===== src/rtl/pixel_combinator_if.sv =====
// Queue-side broadcast/pop bus plus the outgoing pixel stream of the combinator.
// master = combinator side, slave = queues + video sink side.
interface pixel_combinator_if #(
  parameter int NUM_ENGINES = 4,
  parameter int DATA_WIDTH  = 32,
  parameter int RBG_SIZE    = 24
);
  logic [DATA_WIDTH-1:0]           xpixel_check;
  logic [DATA_WIDTH-1:0]           ypixel_check;
  logic [NUM_ENGINES-1:0]          q_hit;
  logic [NUM_ENGINES*RBG_SIZE-1:0] q_colour;
  logic [NUM_ENGINES-1:0]          q_pop;
  logic [RBG_SIZE-1:0]             out_data;
  logic                            out_valid;
  logic                            out_ready;
  logic                            out_sof;
  logic                            out_eol;

  modport master (
    output xpixel_check, ypixel_check, q_pop, out_data, out_valid, out_sof, out_eol,
    input  q_hit, q_colour, out_ready
  );

  modport slave (
    input  xpixel_check, ypixel_check, q_pop, out_data, out_valid, out_sof, out_eol,
    output q_hit, q_colour, out_ready
  );
endinterface


===== src/rtl/pixel_combinator.sv =====
// Raster-order pixel collector: broadcasts the wanted (x,y), pops the lowest-index
// queue whose head matches, and emits the colour as a valid/ready stream with sof/eol.
module pixel_combinator #(
  parameter int NUM_ENGINES = 4,
  parameter int DATA_WIDTH  = 32,
  parameter int RBG_SIZE    = 24,
  parameter int X_SIZE      = 640,
  parameter int Y_SIZE      = 480,
  parameter int STALL_LIMIT = 4096
) (
  input  logic               clk,
  input  logic               reset,
  input  logic               start,
  pixel_combinator_if.master bus,
  output logic               busy,
  output logic               frame_done,
  output logic               dup_err,
  output logic               stall_err
);
  localparam int XW = (X_SIZE > 1) ? $clog2(X_SIZE) : 1;
  localparam int YW = (Y_SIZE > 1) ? $clog2(Y_SIZE) : 1;
  localparam int SW = (STALL_LIMIT > 1) ? $clog2(STALL_LIMIT) : 1;

  typedef enum logic [1:0] {IDLE, SEARCH, OUTPUT, DONE} state_t;
  state_t state, state_nxt;

  logic [XW-1:0]          x;
  logic [YW-1:0]          y;
  logic [SW-1:0]          stall_cnt;
  logic [RBG_SIZE-1:0]    data_q;
  logic                   valid_q, sof_q, eol_q;
  logic [NUM_ENGINES-1:0] sel;
  logic [RBG_SIZE-1:0]    col;
  logic                   hit, multi, accept, x_last, y_last;

  // two's-complement trick isolates the lowest set hit bit
  assign sel    = bus.q_hit & (~bus.q_hit + NUM_ENGINES'(1));
  assign hit    = |bus.q_hit;
  assign multi  = |(bus.q_hit & (bus.q_hit - NUM_ENGINES'(1)));
  assign x_last = (x == XW'(X_SIZE - 1));
  assign y_last = (y == YW'(Y_SIZE - 1));
  assign accept = (state == OUTPUT) && valid_q && bus.out_ready;

  always_comb begin
    col = '0;
    for (int i = 0; i < NUM_ENGINES; i++)
      if (sel[i]) col = bus.q_colour[i*RBG_SIZE +: RBG_SIZE];
  end

  always_ff @(posedge clk or posedge reset) begin
    if (reset) state <= IDLE;
    else       state <= state_nxt;
  end

  always_comb begin
    state_nxt = state;
    case (state)
      IDLE:    if (start) state_nxt = SEARCH;
      SEARCH:  if (hit) state_nxt = OUTPUT;
      OUTPUT:  if (accept) state_nxt = (x_last && y_last) ? DONE : SEARCH;
      DONE:    state_nxt = IDLE;
      default: state_nxt = IDLE;
    endcase
  end

  always_comb begin
    busy       = (state != IDLE);
    frame_done = (state == DONE);
    bus.q_pop  = (state == SEARCH) ? sel : '0;
  end

  always_ff @(posedge clk or posedge reset) begin
    if (reset) begin
      x         <= '0;
      y         <= '0;
      stall_cnt <= '0;
      data_q    <= '0;
      valid_q   <= 1'b0;
      sof_q     <= 1'b0;
      eol_q     <= 1'b0;
      dup_err   <= 1'b0;
      stall_err <= 1'b0;
    end else begin
      case (state)
        IDLE: if (start) begin
          x <= '0;
          y <= '0;
        end
        SEARCH: if (hit) begin
          data_q    <= col;
          valid_q   <= 1'b1;
          sof_q     <= (x == '0) && (y == '0);
          eol_q     <= x_last;
          stall_cnt <= '0;
          if (multi) dup_err <= 1'b1;
        end else if (stall_cnt == SW'(STALL_LIMIT - 1)) begin
          stall_err <= 1'b1;
        end else begin
          stall_cnt <= stall_cnt + SW'(1);
        end
        OUTPUT: if (accept) begin
          valid_q <= 1'b0;
          sof_q   <= 1'b0;
          eol_q   <= 1'b0;
          if (x_last) begin
            x <= '0;
            y <= y_last ? '0 : y + YW'(1);
          end else begin
            x <= x + XW'(1);
          end
        end
        default: ;
      endcase
    end
  end

  assign bus.xpixel_check = DATA_WIDTH'(x);
  assign bus.ypixel_check = DATA_WIDTH'(y);
  assign bus.out_data     = data_q;
  assign bus.out_valid    = valid_q;
  assign bus.out_sof      = sof_q;
  assign bus.out_eol      = eol_q;
endmodule


===== src/flat_wrapper.sv =====
// flat-port wrapper written by rule: the top's interface ports become plain ports
module pixel_combinator_flat 
#(
  parameter int NUM_ENGINES = 4,
  parameter int DATA_WIDTH  = 32,
  parameter int RBG_SIZE    = 24,
  parameter int X_SIZE      = 640,
  parameter int Y_SIZE      = 480,
  parameter int STALL_LIMIT = 4096
)
  (clk, reset, start, busy, frame_done, dup_err, stall_err, bus_xpixel_check, bus_ypixel_check, bus_q_pop, bus_out_data, bus_out_valid, bus_out_sof, bus_out_eol, bus_q_hit, bus_q_colour, bus_out_ready);
  pixel_combinator_if #(.NUM_ENGINES(NUM_ENGINES), .DATA_WIDTH(DATA_WIDTH), .RBG_SIZE(RBG_SIZE)) bus_i ();
  input  logic clk;
  input  logic reset;
  input  logic start;
  output logic busy;
  output logic frame_done;
  output logic dup_err;
  output logic stall_err;
  output wire logic [$bits(bus_i.xpixel_check)-1:0] bus_xpixel_check;
  output wire logic [$bits(bus_i.ypixel_check)-1:0] bus_ypixel_check;
  output wire logic [$bits(bus_i.q_pop)-1:0] bus_q_pop;
  output wire logic [$bits(bus_i.out_data)-1:0] bus_out_data;
  output wire logic [$bits(bus_i.out_valid)-1:0] bus_out_valid;
  output wire logic [$bits(bus_i.out_sof)-1:0] bus_out_sof;
  output wire logic [$bits(bus_i.out_eol)-1:0] bus_out_eol;
  input wire logic [$bits(bus_i.q_hit)-1:0] bus_q_hit;
  input wire logic [$bits(bus_i.q_colour)-1:0] bus_q_colour;
  input wire logic [$bits(bus_i.out_ready)-1:0] bus_out_ready;
  assign bus_xpixel_check = bus_i.xpixel_check;
  assign bus_ypixel_check = bus_i.ypixel_check;
  assign bus_q_pop = bus_i.q_pop;
  assign bus_out_data = bus_i.out_data;
  assign bus_out_valid = bus_i.out_valid;
  assign bus_out_sof = bus_i.out_sof;
  assign bus_out_eol = bus_i.out_eol;
  assign bus_i.q_hit = bus_q_hit;
  assign bus_i.q_colour = bus_q_colour;
  assign bus_i.out_ready = bus_out_ready;
  pixel_combinator #(.NUM_ENGINES(NUM_ENGINES), .DATA_WIDTH(DATA_WIDTH), .RBG_SIZE(RBG_SIZE), .X_SIZE(X_SIZE), .Y_SIZE(Y_SIZE), .STALL_LIMIT(STALL_LIMIT)) u_core (.clk(clk), .reset(reset), .start(start), .bus(bus_i), .busy(busy), .frame_done(frame_done), .dup_err(dup_err), .stall_err(stall_err));
endmodule

===== config.mk =====
export PLATFORM = sky130hd
export DESIGN_NAME = pixel_combinator_flat
export DESIGN_NICKNAME = d
export VERILOG_FILES = /design/src/rtl/pixel_combinator_if.sv /design/src/rtl/pixel_combinator.sv /design/src/flat_wrapper.sv
export SDC_FILE = /design/constraint.sdc
export NUM_CORES = 1
export LEC_CHECK = 0
export ABC_CLOCK_PERIOD_IN_PS = 3000
export BUFFER_PORTS_ARGS = -buffer_cell sky130_fd_sc_hd__buf_2
export CAP_MARGIN = 10
export CORE_UTILIZATION = 39
export CTS_CLUSTER_SIZE = 30
export DETAILED_ROUTE_END_ITERATION = 12
export PLACE_DENSITY = 0.69
export SLEW_MARGIN = 20
export SYNTH_ARGS = -nofsm -noshare
export SYNTH_HDL_FRONTEND = slang
export SYNTH_SLANG_ARGS = --single-unit
export TNS_END_PERCENT = 10

===== constraint.sdc =====
create_clock -name clk -period 3 [get_ports clk]
set_input_delay 0.6 -clock clk [delete_from_list [all_inputs] [get_ports clk]]
set_output_delay 0.6 -clock clk [all_outputs]
set_load 0.05 [all_outputs]

==> results of run 1 <==
## power groups by stage
| stage | combinational [mW] | sequential (mW) | clock, mW |
|---|---|---|---|
| CTS | 0.306 | 0.835 | 0.842 |
| global placement | 0.301 | 0.852 | 0 |
| floorplan | 0.258 | 0.852 | 0 |
| global route | 0.332 | 0.835 | 0.882 |
| detailed placement | 0.306 | 0.852 | 0 |
| finish | 0.306 | 0.835 | 0.824 |
## logic make-up after synthesis
| family | after synthesis |
|---|---|
| fa+ha+maj | 11 |
| other cells | 1 |
| compound gates | 138 |
| flops | 62 |
| xor+xnor | 3 |
| mux | 1 |
| simple gates | 189 |
| buf+inv | 93 |
## state kept, by name, summed over array words and instances (netlist names)
signal / flops
u_core.bus.out_data: 24
u_core.stall_cnt: 12
u_core.x: 10
u_core.y: 9
u_core.state: 2
u_core.bus.out_eol: 1
u_core.bus.out_sof: 1
u_core.bus.out_valid: 1
u_core.dup_err: 1
u_core.stall_err: 1
## final timing paths
kind                                   from                     end  cells after the start
setup / recovery            u_core.state[0]             u_core.x[8]                      6
hold / removal                        reset  u_core.bus.out_data[2]                      2
setup reg to reg            u_core.state[0]             u_core.x[8]                      6
hold reg to reg            u_core.stall_err        u_core.stall_err                      1
max in group asynchronous             reset      u_core.bus.out_eol                      3
min in group clk           u_core.stall_err        u_core.stall_err                      1
## metal layers
layer | vias up | GRT usage [%]
li1 | 2027 | -
met1 | 2016 | 26.5
met2 | 172 | 35.6
met3 | 9 | 3.71
met4 | 0 | 6.55
met5 | - | 0
## worst max-delay path: cells and delay by family (launching register included)
| family | cells | cell delay [ns] |
|---|---|---|
| and+or+nand+nor | 2 | 1.26 |
| AOI/OAI and AO/OA | 2 | 0.41 |
| DFF | 1 | 0.42 |
| adders and majority gates | 1 | 0.38 |
| buffers and inverters | 1 | 0.10 |
## layout by cell type (no fill, tap or decap), types with 12 or more instances in the layout
| master | n |
|---|---|
| sky130_fd_sc_hd__nand2_1 | 72 |
| sky130_fd_sc_hd__conb_1 | 45 |
| sky130_fd_sc_hd__a221oi_1 | 26 |
| sky130_fd_sc_hd__nand4_1 | 12 |
| sky130_fd_sc_hd__nor2_1 | 13 |
| sky130_fd_sc_hd__inv_1 | 12 |
| sky130_fd_sc_hd__a21oi_1 | 32 |
| sky130_fd_sc_hd__nand3_1 | 16 |
| sky130_fd_sc_hd__buf_2 | 157 |
| sky130_fd_sc_hd__dfrtp_1 | 62 |
| sky130_fd_sc_hd__o21ai_1 | 39 |
| sky130_fd_sc_hd__nand3b_1 | 25 |
## final cells by class
cell class / instances / area (sq um) / area share, %
multi-input cells: 387 / 2300 / 44.6
inverters: 15 / 56.3 / 1.09
clock inverters: 4 / 70.1 / 1.36
repair buffers: 167 / 861 / 16.7
flip-flops and latches: 62 / 1550 / 30.1
clock buffers: 12 / 145 / 2.82
well taps: 136 / 170 / 3.30
## per-stage QoR
stage | area [sq um] | util, % | instances
after global placement | 4940 | 47.6 | 767
after floorplan | 4360 | - | 542
final | 5150 | 49.7 | 783
after CTS | 5150 | 49.7 | 783
after global routing | 5150 | 49.7 | 783
after detailed placement | 4940 | 47.6 | 767
==> impl_metrics.xml, run 1 <==
<?xml version="1.0" encoding="UTF-8"?>
<metrics>
  <group name="logic_synthesis">
    <metric name="synth_top_area_share" unit="%">37.0</metric>
    <metric name="synth_area" unit="sq um">4190</metric>
    <metric name="synth_compound_gate_area_share" unit="%">22.2</metric>
    <metric name="synthMostInstantiatedCell" unit="">sky130_fd_sc_hd__nand2_1</metric>
    <metric name="post_synth_most_frequent_cells" unit="">sky130_fd_sc_hd__nand2_1 (72), sky130_fd_sc_hd__dfrtp_1 (62), sky130_fd_sc_hd__buf_4 (45)</metric>
    <metric name="synth_top_cell_by_area" unit="">sky130_fd_sc_hd__dfrtp_1</metric>
    <metric name="yosysSeqAreaShare" unit="%">37.0</metric>
    <metric name="main_combinational_cell_family_by_area_after_synthesis" unit="">simple AND/OR/NAND/NOR gates</metric>
    <metric name="ys_top_cells_by_area" unit="">sky130_fd_sc_hd__dfrtp_1 (37%), sky130_fd_sc_hd__buf_4 (8.1%), sky130_fd_sc_hd__nand2_1 (6.4%)</metric>
    <metric name="multiplexer_share_of_the_synthesized_area" unit="%">0.239</metric>
    <metric name="post_synth_inst_count" unit="">498</metric>
    <metric name="dominantRegCellSynth" unit="">sky130_fd_sc_hd__dfrtp_1</metric>
    <metric name="yosysUniqueCellTypes" unit="">57</metric>
    <metric name="post_synth_and_or_nand_nor_area_fraction" unit="%">24.1</metric>
    <metric name="synth_seq_cells" unit="">62</metric>
    <metric name="synthXorXnorAreaFrac" unit="%">0.626</metric>
    <metric name="yosysWarnings" unit="">0</metric>
    <metric name="synth-async-reset-ratio" unit="%">100</metric>
    <metric name="mean_instance_size_in_the_synthesized_netlist" unit="sq um">8.42</metric>
    <metric name="synth_adder_area_share" unit="%">3.22</metric>
    <metric name="synth_enable_flop_cells" unit="">0</metric>
  </group>
  <group name="worst_setup_path">
    <metric name="crit_chain" unit="">inv_1, ha_1, a21boi_1, or3_1, or4_1, a21oi_1</metric>
    <metric name="critPathLaunchType" unit="">flip-flop</metric>
    <metric name="worst_ep_arrival_time" unit="ns">2.92</metric>
    <metric name="crit_type" unit="">reg -&gt; reg</metric>
    <metric name="endpoint_kind" unit="">flip-flop</metric>
    <metric name="timing.reg2reg.setup_slack" unit="ns">0.34</metric>
    <metric name="slowest_delay" unit="ns">0.67</metric>
    <metric name="crit_fanout" unit="">18</metric>
    <metric name="cp_slowest_cell" unit="">sky130_fd_sc_hd__or3_1</metric>
    <metric name="cp_data_required_time" unit="ns">3.26</metric>
  </group>
  <group name="pwr">
    <metric name="total_power" unit="mW">1.97</metric>
    <metric name="pwr-share-clk" unit="%">41.9</metric>
    <metric name="p_sw" unit="mW">0.554</metric>
    <metric name="seq_power_share" unit="%">42.5</metric>
    <metric name="power_density" unit="nW/um^2">381</metric>
    <metric name="intPower" unit="mW">1.41</metric>
    <metric name="net_switching_share_of_the_total_power" unit="%">28.2</metric>
    <metric name="comb_power_share" unit="%">15.6</metric>
    <metric name="static-leakage-power" unit="nW">2.53</metric>
    <metric name="peakVddDrop" unit="uV">178</metric>
  </group>
  <group name="sta">
    <metric name="setup_total_negative_slack" unit="ns">0</metric>
    <metric name="final.period_utilization" unit="%">88.6</metric>
    <metric name="tightest_slew" unit="ns">0.658</metric>
    <metric name="finalCriticalPeriod" unit="ns">2.66</metric>
    <metric name="setup-violations-final" unit="">0</metric>
    <metric name="rsz0062_at_grt" unit="">no</metric>
    <metric name="whs" unit="ns">0.264</metric>
    <metric name="timing.final.ws_setup" unit="ns">0.341</metric>
    <metric name="timing.final.max_slew_violations" unit="">0</metric>
    <metric name="hold_violations" unit="">0</metric>
    <metric name="timing.max_slew.rel_slack" unit="%">56.1</metric>
    <metric name="fmax" unit="MHz">376</metric>
    <metric name="skew" unit="ns">0.00911</metric>
  </group>
  <group name="place">
    <metric name="dp_hpwl" unit="um">8800</metric>
    <metric name="dp_slack" unit="ns">0.392</metric>
    <metric name="place.port_buffers" unit="">157</metric>
    <metric name="gp_routability_congestion" unit="">0.863</metric>
  </group>
  <group name="cts">
    <metric name="clock_tree.buffer_depth" unit="">2</metric>
    <metric name="post_cts_resized" unit="">0</metric>
    <metric name="cts_htree_levels" unit="">3</metric>
    <metric name="clock_root_buffer_master" unit="">sky130_fd_sc_hd__clkbuf_8</metric>
    <metric name="setup_fix_bufs_post_cts" unit="">0</metric>
    <metric name="clkSlewWorstSetupHoldPaths" unit="ns">0.07</metric>
    <metric name="tritoncts_clock_tree" unit="">done</metric>
    <metric name="worstSkewPairLatency" unit="ns">0.34</metric>
    <metric name="cts_buffers" unit="">9</metric>
    <metric name="clock_sinks" unit="">62</metric>
    <metric name="cts.hold.buffers_added" unit="">0</metric>
  </group>
  <group name="detailed_routing">
    <metric name="post_route_ant_nets" unit="">0</metric>
    <metric name="total_number_of_vias" unit="">4224</metric>
    <metric name="totalWireLength" unit="um">11600</metric>
    <metric name="top_layer_used" unit="">met4</metric>
    <metric name="wl_met2" unit="um">5860</metric>
    <metric name="detail_route.first_pass.iterations" unit="">6</metric>
    <metric name="vias_per_cell" unit="">5.39</metric>
    <metric name="wl_met3" unit="um">662</metric>
    <metric name="detailedRoute.firstIterationViolations" unit="">248</metric>
    <metric name="routedLengthMet1" unit="um">4990</metric>
    <metric name="average_detailed_routed_wire_length_per_instance" unit="um">14.8</metric>
    <metric name="drcViolationCount" unit="">0</metric>
  </group>
  <group name="layout">
    <metric name="final_net_count" unit="">756</metric>
    <metric name="insertedDiodeCount" unit="">0</metric>
    <metric name="synthToLayoutAreaGrowth" unit="%">22.9</metric>
    <metric name="nFillCells" unit="">1039</metric>
    <metric name="layout-drive-gt1-share" unit="%">29.4</metric>
  </group>
  <group name="die">
    <metric name="chipWidth" unit="um">106</metric>
    <metric name="die_h" unit="um">106</metric>
    <metric name="initial_core_util" unit="%">40.4</metric>
    <metric name="core.rowCount" unit="">37</metric>
    <metric name="die_area" unit="sq um">11200</metric>
    <metric name="num_io_pins" unit="">203</metric>
    <metric name="core-area" unit="sq um">10400</metric>
  </group>
  <group name="outcome">
    <metric name="status" unit="">complete, no violations</metric>
  </group>
  <group name="global_routing">
    <metric name="grt_max_degree" unit="">44</metric>
    <metric name="track_usage" unit="%">20.8</metric>
    <metric name="overflow" unit="">0</metric>
    <metric name="antenna_violations_before_repair" unit="">0</metric>
    <metric name="vias_in_the_first_global_route" unit="">3843</metric>
    <metric name="grt_pass1_wl" unit="um">18600</metric>
  </group>
  <group name="min_path">
    <metric name="timing.hold.worst.class" unit="">in -&gt; async</metric>
  </group>
  <group name="flow_run">
    <metric name="drv.max_cap_violation_count" unit="">0</metric>
  </group>
</metrics>
Note: power is estimated with default switching activity, not from simulation.
==> inputs of run 2 (changes only) <==
- ABC_CLOCK_PERIOD_IN_PS: 3000 -> 2700
- PLACE_DENSITY: 0.69 -> 0.66
- clock period: 3 -> 2.7 ns (I/O delays scaled with it)
==> run 2 against run 1 <==
Net effect:
- clock skew is 0.0046 ns higher
- largest power group is now the clock network
- largest cell class unchanged
- utilization is 0.49 points higher
- clock power is 18% higher
- register-to-register slack worse by 0.04 ns
- first-iteration DRC count is 11% higher
- flip-flop and latch count stayed put
- die area stayed put
==> impl_metrics.xml, run 2 (synthesized netlist as in run 1, its figures left out) <==
<?xml version="1.0" encoding="UTF-8"?>
<metrics>
  <group name="outcome">
    <metric name="status" unit="">complete, no violations</metric>
  </group>
  <group name="layout">
    <metric name="synthToLayoutAreaGrowth" unit="%">24.1</metric>
    <metric name="insertedDiodeCount" unit="">0</metric>
    <metric name="finish.cell_count_without_fillers" unit="">785</metric>
    <metric name="commonest_non_fill_non_tap_cell_in_the_layout" unit="">sky130_fd_sc_hd__buf_2</metric>
    <metric name="final_net_count" unit="">758</metric>
    <metric name="area.sequential" unit="sq um">1550</metric>
    <metric name="nFillCells" unit="">1059</metric>
    <metric name="layout-drive-gt1-share" unit="%">29.9</metric>
    <metric name="area_of_the_multi_input_gates" unit="sq um">2300</metric>
    <metric name="layout.cells.most_common_list" unit="">sky130_fd_sc_hd__buf_2 (157), sky130_fd_sc_hd__nand2_1 (72), sky130_fd_sc_hd__dfrtp_1 (62)</metric>
    <metric name="flip_flop_count_of_the_largest_register_all_copies_and_words_added" unit="">24</metric>
  </group>
  <group name="worst_setup_path">
    <metric name="timing.reg2reg.setup_slack" unit="ns">0.30</metric>
    <metric name="endpoint_kind" unit="">flip-flop</metric>
    <metric name="worst_ep_arrival_time" unit="ns">2.68</metric>
    <metric name="crit_buf_inv" unit="">2</metric>
    <metric name="cp_slowest_cell" unit="">sky130_fd_sc_hd__or4_1</metric>
    <metric name="crit_chain" unit="">inv_1, ha_1, buf_4, nor2_1, or3_1, or4_1, a21oi_1</metric>
    <metric name="cp_delay_by_family_top" unit="">simple AND/OR/NAND/NOR gates</metric>
    <metric name="cp_data_required_time" unit="ns">2.98</metric>
    <metric name="slowest_delay" unit="ns">0.58</metric>
    <metric name="crit_type" unit="">reg -&gt; reg</metric>
    <metric name="critPathLaunchType" unit="">flip-flop</metric>
    <metric name="crit_fanout" unit="">18</metric>
  </group>
  <group name="pwr">
    <metric name="power_density" unit="nW/um^2">431</metric>
    <metric name="peakVddDrop" unit="uV">286</metric>
    <metric name="static-leakage-power" unit="nW">2.56</metric>
    <metric name="total_power" unit="mW">2.24</metric>
  </group>
  <group name="sta">
    <metric name="whs" unit="ns">0.261</metric>
    <metric name="tightest_slew" unit="ns">0.614</metric>
    <metric name="final.period_utilization" unit="%">88.9</metric>
    <metric name="timing.max_slew.rel_slack" unit="%">59.0</metric>
    <metric name="setup-violations-final" unit="">0</metric>
    <metric name="setup_total_negative_slack" unit="ns">0</metric>
    <metric name="timing.final.max_slew_violations" unit="">0</metric>
    <metric name="hold_violations" unit="">0</metric>
    <metric name="timing.final.ws_setup" unit="ns">0.300</metric>
    <metric name="finalCriticalPeriod" unit="ns">2.40</metric>
    <metric name="skew" unit="ns">0.0137</metric>
    <metric name="fmax" unit="MHz">417</metric>
    <metric name="rsz0062_at_grt" unit="">no</metric>
  </group>
  <group name="global_routing">
    <metric name="overflow" unit="">0</metric>
    <metric name="grt_max_degree" unit="">48</metric>
    <metric name="vias_in_the_first_global_route" unit="">3908</metric>
    <metric name="antenna_violations_before_repair" unit="">0</metric>
    <metric name="track_usage" unit="%">21.8</metric>
    <metric name="grt_pass1_wl" unit="um">19400</metric>
  </group>
  <group name="place">
    <metric name="gp_routability_congestion" unit="">0.823</metric>
    <metric name="placed_cells" unit="">769</metric>
    <metric name="dp_slack" unit="ns">0.275</metric>
    <metric name="place.port_buffers" unit="">157</metric>
    <metric name="dp_hpwl" unit="um">9080</metric>
  </group>
  <group name="die">
    <metric name="chipWidth" unit="um">106</metric>
    <metric name="core-area" unit="sq um">10400</metric>
    <metric name="num_io_pins" unit="">203</metric>
    <metric name="die_area" unit="sq um">11200</metric>
    <metric name="initial_core_util" unit="%">40.4</metric>
    <metric name="core.rowCount" unit="">37</metric>
    <metric name="die_h" unit="um">106</metric>
  </group>
  <group name="cts">
    <metric name="cts.hold.buffers_added" unit="">0</metric>
    <metric name="cts_buffers" unit="">9</metric>
    <metric name="clock_sinks" unit="">62</metric>
    <metric name="worstSkewPairLatency" unit="ns">0.35</metric>
    <metric name="cts_htree_levels" unit="">3</metric>
    <metric name="clkSlewWorstSetupHoldPaths" unit="ns">0.08</metric>
    <metric name="clock_root_buffer_master" unit="">sky130_fd_sc_hd__clkbuf_8</metric>
    <metric name="tritoncts_clock_tree" unit="">done</metric>
    <metric name="clock_tree.buffer_depth" unit="">2</metric>
    <metric name="setup_fix_bufs_post_cts" unit="">0</metric>
    <metric name="post_cts_resized" unit="">0</metric>
  </group>
  <group name="detailed_routing">
    <metric name="detail_route.first_pass.iterations" unit="">5</metric>
    <metric name="totalWireLength" unit="um">12000</metric>
    <metric name="post_route_ant_nets" unit="">0</metric>
    <metric name="total_number_of_vias" unit="">4204</metric>
    <metric name="detailedRoute.firstIterationViolations" unit="">275</metric>
    <metric name="vias_per_cell" unit="">5.36</metric>
    <metric name="average_detailed_routed_wire_length_per_instance" unit="um">15.3</metric>
    <metric name="drcViolationCount" unit="">0</metric>
  </group>
  <group name="flow_run">
    <metric name="drv.max_cap_violation_count" unit="">0</metric>
  </group>
  <group name="min_path">
    <metric name="timing.hold.worst.class" unit="">in -&gt; async</metric>
  </group>
</metrics>
==> run 2: worst reg2reg max path, cell delays in order, from the launching register on <==
cell and delay [ns]:
sky130_fd_sc_hd__dfrtp_1 0.43, sky130_fd_sc_hd__inv_1 0.13, sky130_fd_sc_hd__ha_1 0.18, sky130_fd_sc_hd__buf_4 0.19, sky130_fd_sc_hd__nor2_1 0.10, sky130_fd_sc_hd__or3_1 0.56, sky130_fd_sc_hd__or4_1 0.58, sky130_fd_sc_hd__a21oi_1 0.16
==> run 2: metal layers <==
layer	global-route usage (%)	share of wire [%]	vias up
met4	8.93	2.2	0
met1	28.2	43	1981
met5	0	0	-
met2	35.9	48	173
met3	3.83	6.1	21
li1	-	-	2029
==> run 2: metrics by stage <==
step           cell area (sq um)  util [%]
2_1_floorplan               4360         -
3_3_place_gp                4970      47.9
3_5_place_dp                4970      47.9
4_1_cts                     5200      50.2
5_1_grt                     5200      50.2
6_report                    5200      50.2
==> run 2: worst paths after layout <==
kind	startpoint	endpoint	depth (start not counted)
worst max-delay path	u_core.state[0]	u_core.x[8]	7
worst min-delay path	reset	u_core.x[6]	2
worst max register to register	u_core.state[0]	u_core.x[8]	7
worst min register to register	u_core.stall_err	u_core.stall_err	1
max in group asynchronous	reset	u_core.stall_cnt[8]	3
min in group clk	bus_q_colour[93]	u_core.bus.out_data[21]	3
==> run 2: area by class of cell <==
cell class	instances	area share, %
Multi-Input combinational cell	387	44.3
Sequential cell	62	29.8
Timing Repair Buffer	169	17.1
Tap cell	136	3.27
Clock buffer	13	3.25
Clock inverter	3	1.25
Inverter	15	1.08
==> run 2: power by group <==
group	internal, mW	switching (mW)	leakage [nW]
registers	0.928	0	0.846
logic	0.0994	0.246	1.59
clock network	0.595	0.375	0.120
